==> src/rtl/mul_share_arb_pkg.sv <==
// mul_share_arb_pkg
//   Types and constants shared by the two-channel multiplier arbiter.
//   OP_W   : operand width (two's complement)
//   PROD_W : product width (full signed product, no truncation)
//   CNT_W  : completed-response counter width
//   state_t: arbiter FSM encoding (IDLE / MUL / RESP)
//   sat_inc: saturating increment for the response counter
package mul_share_arb_pkg;

   localparam int OP_W   = 16;
   localparam int PROD_W = 32;
   localparam int CNT_W  = 16;
   localparam int N_CH   = 2;

   typedef enum logic [1:0] {
      IDLE = 2'd0,
      MUL  = 2'd1,
      RESP = 2'd2
   } state_t;

   // Holds at all-ones instead of wrapping to zero.
   function automatic logic [CNT_W-1:0] sat_inc(input logic [CNT_W-1:0] v);
      return (&v) ? v : v + 1'b1;
   endfunction

endpackage

==> src/rtl/mul_tc_16_16.sv <==
// mul_tc_16_16
//   Purely combinational signed 16x16 -> 32 multiplier.
//   a, b    : two's-complement operands
//   product : exact two's-complement product
module mul_tc_16_16
   import mul_share_arb_pkg::*;
(
   input  logic [OP_W-1:0]   a,
   input  logic [OP_W-1:0]   b,
   output logic [PROD_W-1:0] product
);

   // Both operands are signed, so they are sign-extended to the 32-bit
   // result width before multiplying; the low 32 bits are the exact product.
   assign product = $signed(a) * $signed(b);

endmodule

==> src/rtl/mul_share_arb.sv <==
// mul_share_arb
//   Two requesters share one combinational signed multiplier. A request is
//   accepted in IDLE, the product is registered in MUL, and it is held for
//   the owning channel in RESP until that channel takes it.
//   clk, rst_n                : clock, asynchronous active-low reset
//   reqN_valid/reqN_ready     : operand handshake per channel
//   reqN_a, reqN_b            : signed operands per channel
//   rspN_valid/rspN_ready     : product handshake per channel
//   rsp_product               : registered product, shared by both channels
//   busy                      : high whenever the FSM is not in IDLE
//   op_count                  : saturating count of delivered responses
module mul_share_arb
   import mul_share_arb_pkg::*;
#(
   parameter bit FIRST_CH = 1'b0
) (
   input  logic              clk,
   input  logic              rst_n,
   input  logic              req0_valid,
   output logic              req0_ready,
   input  logic [OP_W-1:0]   req0_a,
   input  logic [OP_W-1:0]   req0_b,
   input  logic              req1_valid,
   output logic              req1_ready,
   input  logic [OP_W-1:0]   req1_a,
   input  logic [OP_W-1:0]   req1_b,
   output logic              rsp0_valid,
   input  logic              rsp0_ready,
   output logic              rsp1_valid,
   input  logic              rsp1_ready,
   output logic [PROD_W-1:0] rsp_product,
   output logic              busy,
   output logic [CNT_W-1:0]  op_count
);

   state_t              state;
   logic [OP_W-1:0]     op_a;
   logic [OP_W-1:0]     op_b;
   logic [PROD_W-1:0]   prod_q;
   logic [PROD_W-1:0]   mul_p;
   logic                id_q;
   logic                last_grant;
   logic [CNT_W-1:0]    op_count_q;

   // Per-channel views so the capture and decode logic can be indexed by id.
   logic [N_CH-1:0]     req_valid_v;
   logic [N_CH-1:0]     req_ready_v;
   logic [N_CH-1:0]     rsp_ready_v;
   logic [N_CH-1:0]     rsp_valid_v;
   logic [OP_W-1:0]     req_a_v [N_CH];
   logic [OP_W-1:0]     req_b_v [N_CH];

   logic                any_req;
   logic                gnt_id;
   logic                rsp_take;

   assign req_valid_v = {req1_valid, req0_valid};
   assign rsp_ready_v = {rsp1_ready, rsp0_ready};
   assign req_a_v[0]  = req0_a;
   assign req_a_v[1]  = req1_a;
   assign req_b_v[0]  = req0_b;
   assign req_b_v[1]  = req1_b;

   // A lone requester wins; on contention the channel not granted last wins.
   assign any_req = |req_valid_v;
   assign gnt_id  = (&req_valid_v) ? ~last_grant : req_valid_v[1];

   genvar gi;
   generate
      for (gi = 0; gi < N_CH; gi++) begin : g_ch
         assign req_ready_v[gi] = (state == IDLE) && any_req && (gnt_id == 1'(gi));
         assign rsp_valid_v[gi] = (state == RESP) && (id_q == 1'(gi));
      end
   endgenerate

   assign req0_ready  = req_ready_v[0];
   assign req1_ready  = req_ready_v[1];
   assign rsp0_valid  = rsp_valid_v[0];
   assign rsp1_valid  = rsp_valid_v[1];
   assign rsp_product = prod_q;
   assign busy        = (state != IDLE);
   assign op_count    = op_count_q;

   // Only the owning channel's ready can complete a response.
   assign rsp_take = rsp_ready_v[id_q];

   mul_tc_16_16 u_mul (
      .a       (op_a),
      .b       (op_b),
      .product (mul_p)
   );

   always_ff @(posedge clk or negedge rst_n) begin
      if (!rst_n) begin
         state      <= IDLE;
         op_a       <= '0;
         op_b       <= '0;
         prod_q     <= '0;
         id_q       <= 1'b0;
         op_count_q <= '0;
         last_grant <= ~FIRST_CH;
      end else begin
         case (state)
            IDLE: begin
               // Any valid in IDLE means the granted channel sees ready,
               // so a handshake happens exactly when any_req is high.
               if (any_req) begin
                  op_a       <= req_a_v[gnt_id];
                  op_b       <= req_b_v[gnt_id];
                  id_q       <= gnt_id;
                  last_grant <= gnt_id;
                  state      <= MUL;
               end
            end
            MUL: begin
               prod_q <= mul_p;
               state  <= RESP;
            end
            RESP: begin
               if (rsp_take) begin
                  op_count_q <= sat_inc(op_count_q);
                  state      <= IDLE;
               end
            end
            default: state <= IDLE;
         endcase
      end
   end

endmodule

==> config.mk <==
export PLATFORM = sky130hd
export DESIGN_NAME = mul_share_arb
export DESIGN_NICKNAME = d
export VERILOG_FILES = /design/src/rtl/mul_share_arb_pkg.sv /design/src/rtl/mul_tc_16_16.sv /design/src/rtl/mul_share_arb.sv
export SDC_FILE = /design/constraint.sdc
export NUM_CORES = 1
export LEC_CHECK = 0
export BUFFER_PORTS_ARGS = -buffer_cell sky130_fd_sc_hd__buf_2
export CORE_ASPECT_RATIO = 2
export CORE_MARGIN = 2
export CORE_UTILIZATION = 40
export CTS_BUF_LIST = sky130_fd_sc_hd__clkbuf_8
export CTS_CLUSTER_DIAMETER = 40
export DETAILED_ROUTE_END_ITERATION = 12
export PLACE_DENSITY = 0.66
export SETUP_SLACK_MARGIN = 0.3
export SLEW_MARGIN = 20
export SYNTH_ARGS = -nofsm -noshare
export SYNTH_HDL_FRONTEND = slang
export SYNTH_SLANG_ARGS = --single-unit
==> constraint.sdc <==
create_clock -name clk -period 18.4 [get_ports clk]
set_clock_uncertainty 0.05 [all_clocks]
set_input_delay 0.92 -clock clk [delete_from_list [all_inputs] [get_ports clk]]
set_output_delay 0.92 -clock clk [all_outputs]
set_load 0.02 [all_outputs]
# After elaboration in Yosys (flattened, before gate mapping)
# Cells that the tools add are included.
# totals
ff_bits,84
in_bits,70
out_inout_bits,53
wordCells,45
# op_classes
n_addsub,1
mul,1
order_cmp,2
n_eq_ne,4
n_mux,12
n_bitwise,5
n_reduce_logical,13
# ops
cell,n
$mux W16,6
$mul A16 B16 Y32,1
$add A16 B1 Y16 const B,1
$reduce_and A16 Y1,1
$pmux W2 S3,1
$reduce_and A2 Y1,3
$logic_and A1 B1 Y1,5
$mux W2,2
$ne A2 B2 Y1 const B,2
$not A1 Y1,4
$mux W1,3
$reduce_and A3 Y1,1
$eq A2 B1 Y1 const B,1
$eq A2 B2 Y1 const B,1
$ge A2 B2 Y1 const B,1
$logic_not A2 Y1,1
$lt A1 B2 Y1 const B,1
$not A1 Y2,1
$reduce_bool A2 Y1,1
$reduce_or A2 Y1,1

# Logic depth before layout (Yosys ltp)
# Gate-level depths: netlist of the first run.
# logic_depth
word_depth,6
depth_mapped,24
depth_no_buf,22

# Cells and area by module
# Synthesis of the first run repeated with hierarchy kept, for this count alone.
# unflattened
cells_unflattened,1343
hier_area_um2,13296.5
# by_module_without_submodules
module,n_inst,cells_each,area_each_um2,seq_area_each_um2
mul_tc_16_16,1,1077,9816.9,0.0
mul_share_arb,1,266,3479.6,2103.3

# Worst setup path after synthesis of the first run
# OpenSTA, ideal clock, no wires.
# synth_timing
path_kind,register to register
startpoint,register op_a[15]
endpoint,"register prod_q[28], in the netlist rsp_product[28]"
setup_ps,82
t_arrival_ps,5941
required_time_ps,18268
setup_slack_ps,12327
stages_incl_launch_ff,20
n_path_buf,2
synth_period_minus_slack_ps,6073
cell_sequence,dfrtp_1 clkbuf_1 nand2_1 inv_1 fa_1 fa_1 fa_1 fa_1 fa_1 inv_1 fa_1 inv_1 ha_1 clkbuf_1 nand4_1 nor2_1 o21a_1 a211oi_4 or4_1 a31oi_1
# synth_via
elab_chain_cells,1
# synth_rtl
element,line_no,text
"start, declared",mul_share_arb.sv:37,logic [OP_W-1:0] op_a;
"start signal, assigned",mul_share_arb.sv:108,op_a <= req_a_v[gnt_id];
$mul A16 B16 Y32,mul_tc_16_16.sv:15,assign product = $signed(a) * $signed(b);
"end signal, assigned",mul_share_arb.sv:116,prod_q <= mul_p;
"end, declared",mul_share_arb.sv:39,logic [PROD_W-1:0] prod_q;
# Every way passes these cells.
# A chain may end at the register's enable or synchronous reset.

# Worst setup path in the final report of the first run
# layout_timing
startpoint,register op_b[1]
endpoint,"register prod_q[31], in the netlist rsp_product[31]"
# layout_via
elab_chain_cells,1
# layout_rtl
element,line_no,text
"start, declared",mul_share_arb.sv:38,logic [OP_W-1:0] op_b;
"start signal, assigned",mul_share_arb.sv:109,op_b <= req_b_v[gnt_id];
$mul A16 B16 Y32,mul_tc_16_16.sv:15,
# Every way passes these cells.

==> metrics.yaml, run 1 <==
clock_network:
  postCtsSetupBuffers: 0
  clockBufferDepth: 2
  cts_root_buf: "clkbuf_8"
  worstSkewPairLatency_ps: 400
  cts.sinks: 84
  cts_tree: "yes"
  cts_resized: 0
  cts-hold-fix-buffers: 0
  cts_max_level: 3
  numCtsBuffers: 9
  clkTransAtPathRegs_ps: 100
yosys:
  synth-edff-count: 0
  async_flop_share_pct: 100
  dominantRegCellSynth: "dfrtp_1"
  yosysWarningCount: 0
  yosysUniqueCellTypes: 59
  synthCells: 1415
  syn_area_per_cell_um2: 9.42
  ys_ff_latch: 84
  syn_area_mm2: 0.0133
  syn-num-nets: 1830
  yosysSeqAreaShare_pct: 15.8
detailed_routing:
  drc: 0
  drtIter0Drc: 490
  wl_um: 35100
  postRouteAntennaNets: 0
  avgViaCountPerCell: 5.19
  vias: 10042
  wire_per_inst_um: 18.2
  first_pass_iters: 6
critical_path:
  cp.arrival_ps: 6980
  path_buf_inv: 3
  worstPathMaxFanout: 17
  cp_slowest_cell: "fa_1"
  r2r_cells: 18
  r2r-end: "rsp_product[31]"
  worst_path_most_repeated_cell: "fa_1"
  cp.required_ps: 18660
  ff2ff_setup_slack_ps: 11690
  r2r_start: "op_b[1]"
  max_stage_delay_ps: 880
  path_cells: "nand2_1, inv_1, fa_1, fa_1, fa_1, fa_1, fa_1, inv_1, fa_1, inv_1, ha_1, nand4_1, nor3_1, nand3_1, a31oi_1, nor3_1, or3_1, a31oi_1"
  start_kind: "register"
  end_kind: "register"
  critPathTopFamily: "adder cells"
  worstSetupPathType: "reg -> reg"
sta:
  rsz0062_at_grt: "no"
  fmax_ghz: 0.149
  slew_violations: 0
  fin_crit_ps: 6710
  fin_tns_setup_ps: 0
  whs_ps: 312
  hold_violations: 0
  timing.final.crit_share_pct: 36.5
  setup_viol_count_final: 0
  tightestPinTransition_ps: 997
  max_slew_margin_pct: 33.5
global_routing:
  grt-ovfl-total: 0
  grt_pass1_wl_um: 59200
  antenna_found_initial: 0
  grt_max_degree: 72
  grt_pass1_vias: 11427
  track_usage_pct: 21.5
floorplanning:
  start_util_pct: 40.5
  die_x_um: 133
  dieHeight_um: 262
  io_pins: 123
  num_rows: 94
  core_area_mm2: 0.0329
  die_area_mm2: 0.0349
final_layout:
  fin_util_pct: 44.1
  stdcell_area_mm2: 0.0145
  drive_above_1_share_pct: 10.8
  diodes: 0
  final_cell_mix: "inv_1 (327), fa_1 (262), nand2_1 (177)"
  layout_commonest_cell: "inv_1"
  nNetsFinal: 1912
  area_growth_syn_to_layout_pct: 8.92
placed_design:
  place_area_mm2: 0.0143
  port_buffers: 122
  globalplace.congestion: 0.908
  dp_hpwl_um: 29000
status:
  status: "finished, final reports clean"
worst_hold_path:
  min_path_type: "in -> async"
job:
  max_cap_violations: 0
-- flip-flops by register name, summed over array words and instances, names as in the netlist --
signal	cells
rsp_product	32
op_a	16
op_b	16
op_count	16
state	2
id_q	1
last_grant	1
-- final cells by class --
type | instances | area, um2
Clock buffer | 9 | 124
Clock inverter | 7 | 80.1
Fill cell | 3260 | 18400
Inverter | 327 | 1230
Multi-Input combinational cell | 946 | 9780
Sequential cell | 84 | 2100
Tap cell | 432 | 541
Timing Repair Buffer | 129 | 666
-- worst max path at each step --
stage,start,endpoint,slack [ps],cells after the start
floorplan,op_a[15],rsp_product[28],12330,19
global placement,op_b[1],rsp_product[31],11850,18
detailed placement,op_b[1],rsp_product[31],11800,18
CTS,op_b[1],rsp_product[31],11710,18
global route,op_b[1],rsp_product[31],11270,18
finish,op_b[1],rsp_product[31],11690,18
-- Yosys cell counts, types with 3 or more instances --
master | n | share of area, %
inv_1 | 327 | 9.2
fa_1 | 262 | 39
nand2_1 | 177 | 5.0
and2_1 | 119 | 5.6
dfrtp_1 | 83 | 16
ha_1 | 83 | 7.8
clkbuf_1 | 52 | 1.5
nor2_1 | 41 | 1.2
a222oi_1 | 32 | 2.4
o21ai_0 | 31 | 1.2
xnor2_1 | 31 | 2.0
a21oi_1 | 27 | 1.0
nand3_1 | 14 | 0.53
nor3_1 | 14 | 0.53
nand2b_1 | 11 | 0.52
xor2_1 | 10 | 0.66
a211oi_1 | 8 | 0.45
nand4_1 | 8 | 0.38
a21o_1 | 7 | 0.39
o21a_1 | 7 | 0.39
o31ai_1 | 7 | 0.39
a31oi_1 | 5 | 0.23
or3_1 | 5 | 0.23
and3_1 | 4 | 0.19
o211ai_1 | 4 | 0.23
mux2i_1 | 3 | 0.23
nor2b_1 | 3 | 0.14
-- metrics by stage --
step | cells | setup WS, ps
2_1_floorplan | 1415 | 12330
3_3_place_gp | 1918 | 11850
3_5_place_dp | 1918 | 11800
4_1_cts | 1934 | 11710
5_1_grt | 1934 | 11270
6_report | 1934 | 11690
-- routing by layer --
layer	track usage [%]	wire length, um	share of wire (%)	vias to the layer above
li1	-	-	-	4490
met1	24.2	12300	35	5133
met2	40.3	19600	56	318
met3	1.70	1610	4.6	101
met4	10.3	1630	4.6	0
met5	0	0	0	-
-- logic make-up (layout without fill, tap and decap cells) --
kind of cell | Yosys count | in the layout | synth area share, %
compound gates | 151 | 151 | 8.30
xor+xnor | 41 | 41 | 2.69
fa+ha+maj | 345 | 345 | 47.1
buf+inv | 385 | 472 | 11.0
flops | 84 | 84 | 15.8
mux | 5 | 5 | 0.394
simple gates | 404 | 404 | 14.7
Power of run 1 is left out: the tool's default activity adds up to more than one toggle a clock period on the data nets, which glitch-free logic cannot reach.
==> inputs of run 2 (changes only) <==
--- a/config.mk
+++ b/config.mk
@@ -12,7 +12,7 @@
 export CTS_BUF_LIST = sky130_fd_sc_hd__clkbuf_8
 export CTS_CLUSTER_DIAMETER = 40
 export DETAILED_ROUTE_END_ITERATION = 12
-export PLACE_DENSITY = 0.66
+export PLACE_DENSITY = 0.69
 export SETUP_SLACK_MARGIN = 0.3
 export SLEW_MARGIN = 20
 export SYNTH_ARGS = -nofsm -noshare
==> constraint.sdc (replaced) <==
create_clock -name clk -period 5.8 [get_ports clk]
set_clock_uncertainty 0.05 [all_clocks]
set_input_delay 0.29 -clock clk [delete_from_list [all_inputs] [get_ports clk]]
set_output_delay 0.29 -clock clk [all_outputs]
set_load 0.02 [all_outputs]
==> run 2 against run 1 <==
Effect of this change:
- the flow now finishes with violations (setup timing)
- routed wire length up 5.9%
- die area unchanged
- largest cell class unchanged
- first-iteration DRC count down 6.5%
- critical endpoint is now rsp_product[28]
- sequential share of layout area down 1.6 points
- final area up 14%
- worst setup slack worse by 12000 ps
- flip-flop and latch count unchanged
==> metrics.yaml, run 2 (same netlist as run 1, synthesis figures left out) <==
placed_design:
  dp_hpwl_um: 31100
  pre_cts_slack_ps: -424
  port_buffers: 122
  globalplace.congestion: 0.900
  dp.cells: 2066
critical_path:
  r2r_cells: 20
  path_cells: "buf_6, nand2_1, fa_1, fa_1, fa_1, fa_1, inv_1, fa_1, inv_1, fa_1, inv_1, ha_4, nand4_1, or3_4, a211oi_4, buf_4, or4_4, a211oi_4, or4_1, a31oi_1"
  worstPathMaxFanout: 4
  end_kind: "register"
  cp.required_ps: 6090
  max_stage_delay_ps: 570
  start_kind: "register"
  cp.arrival_ps: 6400
  worstSetupPathType: "reg -> reg"
  cp_slowest_cell: "fa_1"
  worst_path_most_repeated_cell: "fa_1"
status:
  violations: "setup timing"
  status: "complete, but fails checks"
detailed_routing:
  postRouteAntennaNets: 0
  first_pass_iters: 6
  vias: 10780
  drtIter0Drc: 458
  wire_per_inst_um: 17.6
  avgViaCountPerCell: 5.10
  wl_um: 37200
  drc: 0
job:
  max_cap_violations: 0
sta:
  rsz0062_at_grt: "yes"
  timing.final.crit_share_pct: 105
  slew_violations: 0
  tightestPinTransition_ps: 981
  setup_viol_count_final: 8
  worst_slack_ps: -304
  fmax_ghz: 0.164
  hold_violations: 0
  fin_crit_ps: 6100
  max_slew_margin_pct: 34.6
worst_hold_path:
  min_path_type: "in -> reg"
  whs_path_depth: 3
clock_network:
  cts.sinks: 84
  cts_tree: "yes"
  clockBufferDepth: 2
  clkTransAtPathRegs_ps: 110
  numCtsBuffers: 9
  worstSkewPairLatency_ps: 430
  cts_max_level: 3
  cts_root_buf: "clkbuf_8"
final_layout:
  largest_register_ffs: 32
  n_fill_cell: 3012
  seq_area_mm2: 0.00213
  nNetsFinal: 2092
  final_cell_mix: "inv_1 (314), fa_1 (251), nand2_1 (173)"
  multi_input_area_mm2: 0.0102
  fin_util_pct: 50.3
  fin_cells: 2114
  layout_commonest_cell: "inv_1"
  diodes: 0
  area_growth_syn_to_layout_pct: 24.3
  drive_above_1_share_pct: 26.6
floorplanning:
  core_area_mm2: 0.0329
  start_util_pct: 40.5
  die_x_um: 133
  dieHeight_um: 262
  num_rows: 94
  io_pins: 123
  die_area_mm2: 0.0349
global_routing:
  antenna_found_initial: 0
  grt_pass1_wl_um: 61500
  grt_max_degree: 58
  grt-ovfl-total: 0
  track_usage_pct: 22.5
  grt_pass1_vias: 12194
==> run 2: cell types whose count changed in the layout (fill, tap and decap cells not counted), moves of 14 or more <==
cell,previous run,this run
dfrtp_2,0,23
buf_4,8,151
buf_12,0,14
buf_6,0,21
dfrtp_1,83,60
ha_1,83,69
==> run 2: timing repair <==
action                                 4_1_cts  5_1_grt
hold buffers                                 1        0
cloned                                       0        0
endpoints found under the hold margin       26        0
setup endpoints to repair                   18       19
pin swaps                                   42       17
setup buffers                               22        9
resized for setup                          100       32
==> run 2: cell type report <==
type	count	area share, %
Clock inverter	7	0.460
Inverter	327	7.40
Tap cell	432	3.26
Sequential cell	84	12.9
Clock buffer	9	0.747
Multi-Input combinational cell	946	61.5
Timing Repair Buffer	309	13.8
==> run 2: routing by layer <==
metal / vias to the layer above / track usage [%] / routed length, um / part of all wire, %
met4: 0 / 13.5 / 2560 / 6.9
met5: - / 0 / 0 / 0
met2: 311 / 42.7 / 20800 / 56
met1: 5496 / 23.5 / 12600 / 34
met3: 111 / 2.30 / 1250 / 3.4
li1: 4862 / - / - / -
==> run 2: through the flow <==
step / hold slack [ps] / cell area, um2 / setup TNS, ps
floorplan: -55.6 / 13600 / 0
global placement: 194 / 15700 / -2390
detailed placement: 206 / 15700 / -2740
CTS: 19.9 / 16400 / -1270
global route: 54.9 / 16600 / -3280
finish: 45.0 / 16600 / -1300
==> run 2: worst paths after layout <==
| kind | startpoint | endpoint | slack, ps |
|---|---|---|---|
| min in group asynchronous | rst_n | op_count[12] | 290 |
| setup / recovery | op_a[10] | rsp_product[28] | -300 |
| max in group asynchronous | rst_n | op_a[15] | 4180 |
| hold reg to reg | rsp_product[0] | rsp_product[0] | 420 |
| setup reg to reg | op_a[10] | rsp_product[28] | -300 |
| hold / removal | req0_a[10] | op_a[10] | 40 |
==> run 2: critical path, delay by kind of cell (launching register included) <==
| kind | cells | cell delay (ps) |
|---|---|---|
| flip-flops | 1 | 480 |
| AO/OA/AOI/OAI | 3 | 480 |
| adder cells (fa/ha/maj) | 7 | 3320 |
| AND/OR/NAND/NOR | 5 | 1180 |
| buffers and inverters | 5 | 490 |
Power of run 2 is left out for the same reason.
==> inputs of run 3 (changes only) <==
--- a/config.mk
+++ b/config.mk
@@ -6,13 +6,15 @@
 export NUM_CORES = 1
 export LEC_CHECK = 0
 export BUFFER_PORTS_ARGS = -buffer_cell sky130_fd_sc_hd__buf_2
+export CELL_PAD_IN_SITES_DETAIL_PLACEMENT = 0
+export CELL_PAD_IN_SITES_GLOBAL_PLACEMENT = 2
 export CORE_ASPECT_RATIO = 2
 export CORE_MARGIN = 2
-export CORE_UTILIZATION = 40
+export CORE_UTILIZATION = 36
 export CTS_BUF_LIST = sky130_fd_sc_hd__clkbuf_8
 export CTS_CLUSTER_DIAMETER = 40
 export DETAILED_ROUTE_END_ITERATION = 12
-export PLACE_DENSITY = 0.69
+export PLACE_DENSITY = 0.89
 export SETUP_SLACK_MARGIN = 0.3
 export SLEW_MARGIN = 20
 export SYNTH_ARGS = -nofsm -noshare
==> run 3 against run 2 <==
Effect of this change:
- the run ends with DRC, setup timing left
- final area shrank 1.2%
- critical endpoint unchanged
- utilization is 5.5 points lower
- largest cell class unchanged
- critical path depth is the same
- worst setup slack improved by 130 ps
- worst hold slack got worse by 3.6 ps
==> metrics.yaml, run 3 (same netlist as run 1, synthesis figures left out) <==
floorplanning:
  core_area_mm2: 0.0365
  die_area_mm2: 0.0387
  num_rows: 99
  io_pins: 123
  die_x_um: 140
  start_util_pct: 36.5
  dieHeight_um: 276
critical_path:
  cp.arrival_ps: 6190
  r2r-end: "rsp_product[28]"
  cp.required_ps: 6020
  start_kind: "register"
  critPathCapture: "rsp_product[28]"
  ff2ff_setup_slack_ps: -180
  worstSetupPathType: "reg -> reg"
  r2r_cells: 20
  worstSetupStartpoint: "op_a[9]"
  r2r_start: "op_a[9]"
  end_kind: "register"
  worstPathMaxFanout: 5
global_routing:
  grt_pass1_wl_um: 61600
  grt_max_degree: 57
  antenna_found_initial: 2
  track_usage_pct: 20.5
  grt_pass1_vias: 11806
  grt-ovfl-total: 0
status:
  violations: "DRC, setup timing"
  status: "complete, but fails checks"
final_layout:
  fin_util_pct: 44.8
  stdcell_area_mm2: 0.0164
  largest_register_ffs: 32
  final_cell_mix: "inv_1 (317), fa_1 (252), nand2_1 (172)"
  nNetsFinal: 2071
  layout_commonest_cell: "inv_1"
  area_growth_syn_to_layout_pct: 22.9
  n_fill_cell: 3505
  drive_above_1_share_pct: 25.2
  fin_cells: 2117
sta:
  rsz0062_at_grt: "yes"
  setup_viol_count_final: 10
  slew_violations: 0
  hold_violations: 0
  worst_slack_ps: -175
  fin_crit_ps: 5980
  max_slew_margin_pct: 29.4
  timing.final.crit_share_pct: 103
  fmax_ghz: 0.167
  tightestPinTransition_ps: 1050
detailed_routing:
  drc: 4
  vias: 10560
  wire_per_inst_um: 17.6
  drtIter0Drc: 434
  first_pass_iters: 12
  postRouteAntennaNets: 0
  avgViaCountPerCell: 4.99
  wl_um: 37300
clock_network:
  worstSkewPairLatency_ps: 420
  cts_root_buf: "clkbuf_8"
  cts_tree: "yes"
  cts_max_level: 3
  cts.sinks: 84
  clockBufferDepth: 2
  numCtsBuffers: 9
  clkTransAtPathRegs_ps: 120
placed_design:
  dp.cells: 2082
  dp_hpwl_um: 31900
  globalplace.congestion: 0.855
  place_area_mm2: 0.0156
  port_buffers: 122
worst_hold_path:
  min_path_type: "in -> reg"
job:
  max_cap_violations: 0
-- run 3: critical path: stages (launching register included) --
cell	delay [ps]
dfrtp_2	490
and2_4	190
fa_1	520
inv_1	50
fa_1	470
fa_1	520
inv_1	50
fa_1	480
fa_1	510
inv_1	50
fa_1	490
inv_2	50
ha_4	210
a21o_1	190
a211oi_2	210
a21oi_1	90
buf_4	150
or4_4	530
a211oi_4	310
or4_1	160
a31oi_1	60
-- run 3: area by class of cell --
| type | count | area (um2) | share of cell area, % |
|---|---|---|---|
| Sequential cell | 84 | 2130 | 13.0 |
| Clock inverter | 7 | 114 | 0.695 |
| Tap cell | 454 | 568 | 3.47 |
| Timing Repair Buffer | 288 | 1980 | 12.1 |
| Multi-Input combinational cell | 946 | 10200 | 62.5 |
| Inverter | 327 | 1230 | 7.49 |
| Clock buffer | 9 | 124 | 0.756 |
| Antenna cell | 2 | 5.00 | 0.0305 |
-- run 3: stage by stage --
step	hold WS [ps]	worst slack (ps)	TNS [ps]
floorplan	-55.6	77.2	0
CTS	22.9	-200	-957
detailed placement	245	-413	-3510
global placement	245	-309	-2660
finish	41.4	-175	-1120
global route	39.9	-388	-3650
-- run 3: what timing repair did --
item | 4_1_cts | 5_1_grt
setup buffers | 11 | 5
gates resized for setup | 77 | 44
hold endpoints to repair | 28 | 0
endpoints found under the setup margin | 19 | 20
hold buffers | 1 | 0
pin swaps | 14 | 24
-- run 3: how the worst min path moves through the flow --
stage / start / to / slack (ps) / cells after the start
5_1_grt: req1_b[12] / op_b[12] / 40 / 3
6_report: req1_b[3] / op_b[3] / 40 / 3
2_1_floorplan: rst_n / id_q / -60 / 0
3_3_place_gp: rst_n / rsp_product[30] / 250 / 1
4_1_cts: req1_b[3] / op_b[3] / 20 / 3
3_5_place_dp: rst_n / rsp_product[30] / 250 / 1
-- run 3: layer usage --
metal	vias to the layer above	GRT usage [%]	wire, um
li1	4815	-	-
met1	5397	23.2	14000
met2	262	37.7	20100
met3	86	2.53	1290
met4	0	9.71	1910
met5	-	0	0
Power of run 3 is left out for the same reason.
